[src/rtl/sfifo_pkg.sv]
// Shared constants and helpers for the flexible synchronous FIFO.
package sfifo_pkg;

  // Bit positions inside the write-1-to-clear error vector
  localparam int ERR_OV = 0;
  localparam int ERR_UD = 1;

  // Pointer increment that wraps at an arbitrary depth rather than at 2^n
  function automatic int ptr_inc(input int ptr, input int depth);
    return (ptr == depth - 1) ? 0 : ptr + 1;
  endfunction

endpackage

[src/rtl/sfifo_flex_mem.sv]
// DEPTH x DATA_WIDTH storage: synchronous write port, asynchronous read port.
module sfifo_flex_mem #(
  parameter int DATA_WIDTH = 32,
  parameter int DEPTH      = 6,
  parameter int PTR_W      = $clog2(DEPTH)
) (
  input  logic                  wclk,
  input  logic                  we,
  input  logic [PTR_W-1:0]      waddr,
  input  logic [DATA_WIDTH-1:0] wdata,
  input  logic [PTR_W-1:0]      raddr,
  output logic [DATA_WIDTH-1:0] rdata
);

  logic [DATA_WIDTH-1:0] mem [DEPTH];

  // Store the incoming word at the write pointer; contents need no reset
  always_ff @(posedge wclk) begin
    if (we) mem[waddr] <= wdata;
  end

  assign rdata = mem[raddr];

endmodule

[src/rtl/sfifo_flex.sv]
// Single-clock FIFO with arbitrary depth, occupancy/threshold status,
// sticky error flags, high-water mark, flush and optional output register.
module sfifo_flex
  import sfifo_pkg::*;
#(
  parameter int DATA_WIDTH = 32,
  parameter int DEPTH      = 6,
  parameter int OUT_REG    = 0,
  parameter int CNT_W      = $clog2(DEPTH + 1)
) (
  input  logic                  wclk,
  input  logic                  rst_n,
  input  logic                  flush,
  input  logic                  wr,
  input  logic [DATA_WIDTH-1:0] data_in,
  input  logic                  rd,
  output logic [DATA_WIDTH-1:0] data_out,
  output logic                  rd_valid,
  output logic                  sfifo_full,
  output logic                  sfifo_empty,
  output logic [CNT_W-1:0]      count,
  input  logic [CNT_W-1:0]      af_th,
  input  logic [CNT_W-1:0]      ae_th,
  output logic                  sfifo_almost_full,
  output logic                  sfifo_almost_empty,
  input  logic [1:0]            err_clr,
  output logic                  sfifo_ov,
  output logic                  sfifo_ud,
  output logic [CNT_W-1:0]      hwm
);

  localparam int              PTR_W   = $clog2(DEPTH);
  localparam logic [CNT_W-1:0] DEPTH_C = CNT_W'(DEPTH);

  logic [PTR_W-1:0]      wr_ptr, rd_ptr;
  logic [CNT_W-1:0]      cnt_q, cnt_nxt;
  logic [CNT_W-1:0]      hwm_q, hwm_nxt;
  logic                  ov_q, ov_nxt;
  logic                  ud_q, ud_nxt;
  logic                  full, empty;
  logic                  we, re;
  logic [DATA_WIDTH-1:0] rdata;

  // Accepts depend only on registered occupancy; flush overrides both
  assign full  = (cnt_q == DEPTH_C);
  assign empty = (cnt_q == '0);
  assign we    = wr & ~full & ~flush;
  assign re    = rd & ~empty & ~flush;

  // Next occupancy, sticky error flags and high-water mark
  always_comb begin
    cnt_nxt = cnt_q;
    if (flush)           cnt_nxt = '0;
    else if (we && !re)  cnt_nxt = cnt_q + 1'b1;
    else if (re && !we)  cnt_nxt = cnt_q - 1'b1;

    ov_nxt = ov_q;
    if (err_clr[ERR_OV])       ov_nxt = 1'b0;
    if (wr && full && !flush)  ov_nxt = 1'b1;

    ud_nxt = ud_q;
    if (err_clr[ERR_UD])       ud_nxt = 1'b0;
    if (rd && empty && !flush) ud_nxt = 1'b1;

    if (err_clr != 2'b00)      hwm_nxt = cnt_nxt;
    else if (cnt_nxt > hwm_q)  hwm_nxt = cnt_nxt;
    else                       hwm_nxt = hwm_q;
  end

  // Control state: pointers, occupancy and status registers
  always_ff @(posedge wclk or negedge rst_n) begin
    if (!rst_n) begin
      wr_ptr <= '0;
      rd_ptr <= '0;
      cnt_q  <= '0;
      ov_q   <= 1'b0;
      ud_q   <= 1'b0;
      hwm_q  <= '0;
    end else begin
      if (flush) begin
        wr_ptr <= '0;
        rd_ptr <= '0;
      end else begin
        if (we) wr_ptr <= PTR_W'(ptr_inc(int'(wr_ptr), DEPTH));
        if (re) rd_ptr <= PTR_W'(ptr_inc(int'(rd_ptr), DEPTH));
      end
      cnt_q <= cnt_nxt;
      ov_q  <= ov_nxt;
      ud_q  <= ud_nxt;
      hwm_q <= hwm_nxt;
    end
  end

  sfifo_flex_mem #(
    .DATA_WIDTH (DATA_WIDTH),
    .DEPTH      (DEPTH),
    .PTR_W      (PTR_W)
  ) u_mem (
    .wclk  (wclk),
    .we    (we),
    .waddr (wr_ptr),
    .wdata (data_in),
    .raddr (rd_ptr),
    .rdata (rdata)
  );

  generate
    if (OUT_REG != 0) begin : g_oreg
      logic [DATA_WIDTH-1:0] dout_p1;
      logic                  vld_p1;

      // Stage p1: capture the head word on an accepted read
      always_ff @(posedge wclk or negedge rst_n) begin
        if (!rst_n) begin
          dout_p1 <= '0;
          vld_p1  <= 1'b0;
        end else begin
          vld_p1 <= re;
          if (re) dout_p1 <= rdata;
        end
      end

      assign data_out = dout_p1;
      assign rd_valid = vld_p1;
    end else begin : g_comb
      assign data_out = rdata;
      assign rd_valid = re;
    end
  endgenerate

  assign sfifo_full         = full;
  assign sfifo_empty        = empty;
  assign count              = cnt_q;
  assign sfifo_ov           = ov_q;
  assign sfifo_ud           = ud_q;
  assign hwm                = hwm_q;
  assign sfifo_almost_full  = (cnt_q >= af_th);
  assign sfifo_almost_empty = (cnt_q <= ae_th);

endmodule
[config.mk]
export PLATFORM = sky130hd
export DESIGN_NAME = sfifo_flex
export DESIGN_NICKNAME = d
export VERILOG_FILES = /design/src/rtl/sfifo_pkg.sv /design/src/rtl/sfifo_flex_mem.sv /design/src/rtl/sfifo_flex.sv
export SDC_FILE = /design/constraint.sdc
export NUM_CORES = 1
export LEC_CHECK = 0
export BUFFER_PORTS_ARGS = -buffer_cell sky130_fd_sc_hd__buf_2
export CAP_MARGIN = 0
export CORE_MARGIN = 2
export CORE_UTILIZATION = 43
export DETAILED_ROUTE_END_ITERATION = 10
export GPL_ROUTABILITY_DRIVEN = 0
export PLACE_DENSITY = 0.65
export SKIP_CTS_REPAIR_TIMING = 1
export SLEW_MARGIN = 10
export SYNTH_ARGS = -nofsm -noshare
export SYNTH_HDL_FRONTEND = slang
export SYNTH_HIERARCHICAL = 1
export SYNTH_SLANG_ARGS = --single-unit
[constraint.sdc]
create_clock -name wclk -period 5.1 [get_ports wclk]
set_input_delay 1.02 -clock wclk [delete_from_list [all_inputs] [get_ports wclk]]
set_output_delay 1.02 -clock wclk [all_outputs]
set_load 0.03 [all_outputs]
Word-level counts from Yosys, hierarchy flattened
Memory sizes are Yosys's and may differ from the RTL's.
Cells that the tools add are included.
{"block": "word_totals", "register_bits": 14, "ramBits": 192, "n_memories": 1, "word_cells": 57}
{"memory": "u_mem.mem", "depth": 6, "word_bits": 32, "rd": 1, "rd_clocked_by_memory_dff": 0, "wr": 1, "line_no": "sfifo_flex_mem.sv:15", "source": "logic [DATA_WIDTH-1:0] mem [DEPTH];"}
{"block": "op_classes", "eq_ne": 3, "bitwise_logic": 7, "n_reduce_logical": 16, "n_addsub": 4, "muxes": 17, "magnitude_cmp": 3}
{"operator": "2-to-1 mux 3 bit", "n": 11}
{"operator": "nonzero test 2 bit", "n": 6}
{"operator": "adder 3 x 1 -> 3 bit, second input constant", "n": 3}
{"operator": "equality test 3 bit, second input constant", "n": 3}
{"operator": "logical AND 1 bit", "n": 6}
{"operator": "2-to-1 mux 1 bit", "n": 6}
{"operator": "AND 1 bit", "n": 4}
{"operator": "greater-or-equal comparator 3 bit", "n": 1}
{"operator": "greater-than comparator 3 bit", "n": 1}
{"operator": "less-or-equal comparator 3 bit", "n": 1}
{"operator": "zero test 1 bit", "n": 3}
{"operator": "zero test 3 bit", "n": 1}
{"operator": "inverter 1 bit", "n": 3}
{"operator": "subtractor 3 x 1 -> 3 bit, second input constant", "n": 1}

Depth between registers and ports, before layout
{"block": "logic_depth", "ltp_word": 12, "ltp_mapped": 12}

Modules after synthesis
The synthesis kept the hierarchy.
{"module": "sfifo_flex_mem", "seq_area_each_um2": 5765.5, "instances": 1, "cells_per_inst": 386, "area_per_inst_um2": 7418.4}
{"module": "sfifo_flex", "seq_area_each_um2": 350.3, "instances": 1, "cells_per_inst": 101, "area_per_inst_um2": 983.4}

Worst setup path before layout
No wires, ideal clock.
{"block": "synth_timing", "kind": "input port to flip-flop", "startpoint": "input port wr", "endpoint": "memory u_mem.mem[0][0] (enable)", "stages": 4, "t_required_ns": 4.639, "setup_slack_ns": 0.839, "setup_ns": 0.461, "arrival_ns": 3.800, "path_cell_list": "a21boi_2 and2_1 nand2b_1 nor3_1"}
{"block": "synth_between", "elab_chain_len": 4}
{"item": "start, declared", "line_no": "sfifo_flex.sv:14", "source": "input logic wr,"}
{"item": "AND 1 bit (2 in series)", "line_no": "sfifo_flex.sv:47", "source": "assign we = wr & ~full & ~flush;"}
{"item": "named net we", "line_no": "sfifo_flex.sv:41", "source": "logic we, re;"}
{"item": "2-to-1 mux 1 bit", "line_no": "sfifo_flex_mem.sv:19", "source": "if (we) mem[waddr] <= wdata;"}
{"item": "2-to-1 mux 1 bit (implied by the code)", "line_no": "sfifo_flex_mem.sv:19"}
{"item": "end, declared", "line_no": "sfifo_flex_mem.sv:15"}
The timed path passes the listed nets, and every way through them passes these cells.

Final worst setup path
{"block": "layout_timing", "startpoint": "register rd_ptr[2]", "endpoint": "output port data_out[6]"}
{"block": "layout_between", "elab_chain_len": 1}
{"item": "start, declared", "line_no": "sfifo_flex.sv:35", "source": "logic [PTR_W-1:0] wr_ptr, rd_ptr;"}
{"item": "start signal, assigned", "line_no": "sfifo_flex.sv:85", "source": "if (re) rd_ptr <= PTR_W'(ptr_inc(int'(rd_ptr), DEPTH));"}
{"item": "memory read (6 x 32 bit)"}
{"item": "end, declared", "line_no": "sfifo_flex.sv:17", "source": "output logic [DATA_WIDTH-1:0] data_out,"}
Every way passes these cells.

==> impl_metrics.csv <==
group,metric,value,unit
routing,postRouteAntennaNets,0,
sta,finClkSkew,0.0126,ns
worst_setup_path,reg2reg_depth,11,
cells_and_area,antennaDiodeCount,0,
routing,avgRoutedWirePerCell,18.7,microns
cells_and_area,ff_latch_area,6120,sq um
clock_tree,clock_sinks,206,
floorplanning,boundaryPins,90,
power,p_leak,0.00354,uW
synthesis,synthArstFlopShare,6.80,%
synthesis,synth_cells,487,
floorplanning,core_area,19300,sq um
grt,grt_pass1_vias,4545,
grt,grtUsageTotal,15.5,%
sta,period_share,72.6,%
synthesis,yosysMostFrequentCell,"edfxtp_1",
routing,drt_pass1_iterations,6,
worst_setup_path,critPathCapture,"data_out[6]",
clock_tree,clock_latency,0.49,ns
cells_and_area,multi_input_area,2110,sq um
worst_setup_path,crit_fanout,37,
clock_tree,ctsHtreeMaxLevel,1,
routing,routed_wl,16.2,mm
floorplanning,initial_core_util,43.5,%
clock_tree,cts-root-buf,"clkbuf_16",
clock_tree,clk_pin_slew,0.06,ns
synthesis,syn_nets,545,
sta,hold_viol_final,0,
cells_and_area,areaGrowthSynthToFinish,18.0,%
worst_setup_path,cp.arrival,2.68,ns
worst_setup_path,start_kind,"flop",
clock_tree,cts_max_path_buffers,3,
synthesis,yosysWarnings,6,
placement,dp_hpwl,9.91,mm
floorplanning,die_x,144,microns
sta,finalSetupViolCount,0,
worst_setup_path,crit_required,4.08,ns
worst_setup_path,reg2reg_to,"hwm[1]",
routing,remaining_drc_errors,0,
synthesis,netlist_area,8400,sq um
worst_hold_path,hold_class,"input port to async pin",
synthesis,synth_top_area_share,68.6,%
synthesis,yosysSeqAreaShare,72.8,%
cells_and_area,fillers,1584,
cells_and_area,nets,644,
floorplanning,rows,51,
worst_setup_path,startpoint,"rd_ptr[2]",
worst_setup_path,end_kind,"output pin",
synthesis,ys_ff_latch,206,
synthesis,synth_commonest_cells,"edfxtp_1, mux2i_1, a22o_1",
worst_setup_path,crit_type,"flop to output pin",
power,power_frac_comb,21.6,%
synthesis,ys.flop_type,"edfxtp_1",
power,power_switching,1300,uW
power,p_total,4660,uW
synthesis,synth_edf_count,192,
synthesis,synth.avg_cell_area,17.3,sq um
routing,vias_per_cell,5.20,
power,clkPwrFrac,35.7,%
grt,grt-ovfl-total,0,
floorplanning,dieArea,20700,sq um
cells_and_area,drive_above_1_share,26.0,%
power,intPower,3360,uW
synthesis,synth_area_leaders,"edfxtp_1, mux2i_1, dfrtp_1",
floorplanning,die_height,144,microns
grt,grt_antenna_before_repair,1,
sta,clock.fmax,270,MHz
clock_tree,cts_inserted_buffers,21,
sta,tns,0,ns
routing,num_vias,4499,
run,maxCapViolations,0,
worst_setup_path,r2r_setup_slack,1.94,ns
sta,tightestPinTransition,0.957,ns
sta,period_minus_slack,3.70,ns
synthesis,ys_types,47,
routing,dr.first_iter.drc_count,261,
sta,finalMaxSlewViolations,0,
worst_setup_path,regToRegStartpoint,"count[0]",
run_status,status,"completed",
clock_tree,tritoncts,"done",
grt,grt_start_max_net_pins,41,
grt,grt_pass1_wl,24.5,mm
power,p_sw_share,27.8,%
power,power_frac_seq,42.7,%
sta,maxSlewHeadroom,36.2,%
power,vdd_drop_max,0.208,mV
sta,rsz0062_at_grt,"false",
placement,portBuffers,89,
power,power_density,470,nW/um^2
synthesis,netlist.top_cell.by_area,"edfxtp_1",
## worst max-delay path, stage by stage, from the launching register on
cell and delay, ns:
dfrtp_2 0.75, nor2b_4 0.86, a22o_1 0.27, a21oi_1 0.06, buf_2 0.25
## flip-flops by register name (all words and copies together) (netlist names)
signal and flops:
rd_ptr 3, hwm 3, wr_ptr 3, sfifo_ov 1
count 3, sfifo_ud 1, u_mem/mem 192
## area by class of cell
type                       count  share of cell area, %
sequential                   206                   61.7
multi-input combinational    243                   21.3
clock buffer                  23                   5.37
timing repair buffer          99                   5.37
tap                          265                   3.34
clock inverter                14                   2.27
inverter                      15                  0.593
## layer usage
metal,share of wire [%],up-vias,track usage [%],wire (microns)
li1,-,2111,-,-
met1,43,2284,19.4,6930
met2,52,81,28.2,8490
met3,3.7,23,2.40,592
met4,1.3,0,3.51,208
met5,0,-,0,0
## through the flow
stage                     util, %  cells  instance area (sq um)  setup slack, ns  hold WS, ns
after floorplan                 -    487                   8400            0.839        0.520
after global placement       47.4    828                   9160             1.63        0.486
after detailed placement     47.4    828                   9160             1.61        0.482
after CTS                    51.3    865                   9920             1.35        0.425
after global routing         51.3    865                   9920             1.24        0.446
final                        51.3    865                   9920             1.40        0.432
## cells in the final DEF (no fill, tap or decap), types with 6 or more instances in the layout
master / instances
clkbuf_16: 21
ha_1: 13
edfxtp_1: 192
mux2i_1: 96
a21oi_1: 28
inv_1: 14
a21oi_2: 8
nand2_1: 6
bufinv_16: 6
a22o_1: 32
buf_4: 9
buf_2: 89
dfrtp_1: 12
## how the worst min path moves through the flow
stage               slack [ns]         to      start  depth (start not counted)
finish                    0.43     hwm[2]      rst_n                          1
global route              0.45   sfifo_ud      rst_n                          1
CTS                       0.43     hwm[2]      rst_n                          1
detailed placement        0.48   sfifo_ov   sfifo_ov                          1
global placement          0.49   sfifo_ov   sfifo_ov                          1
floorplan                 0.52  rd_ptr[2]  rd_ptr[2]                          2
## logic make-up after synthesis
group           share of synthesized area (%)
xor+xnor                                0.477
flops                                    72.8
mux                                      11.4
fa+ha+maj                                1.94
compound gates                           8.01
simple gates                             2.65
buf+inv                                  2.70
## power by group through the flow
stage	Sequential, uW	Clock (uW)	Combinational [uW]
finish	1990	1660	1010
detailed placement	2030	0	1020
global route	2000	1760	1090
global placement	2020	0	997
CTS	1990	1700	1020
floorplan	1990	0	820
Power figures use the tool's default switching activity.
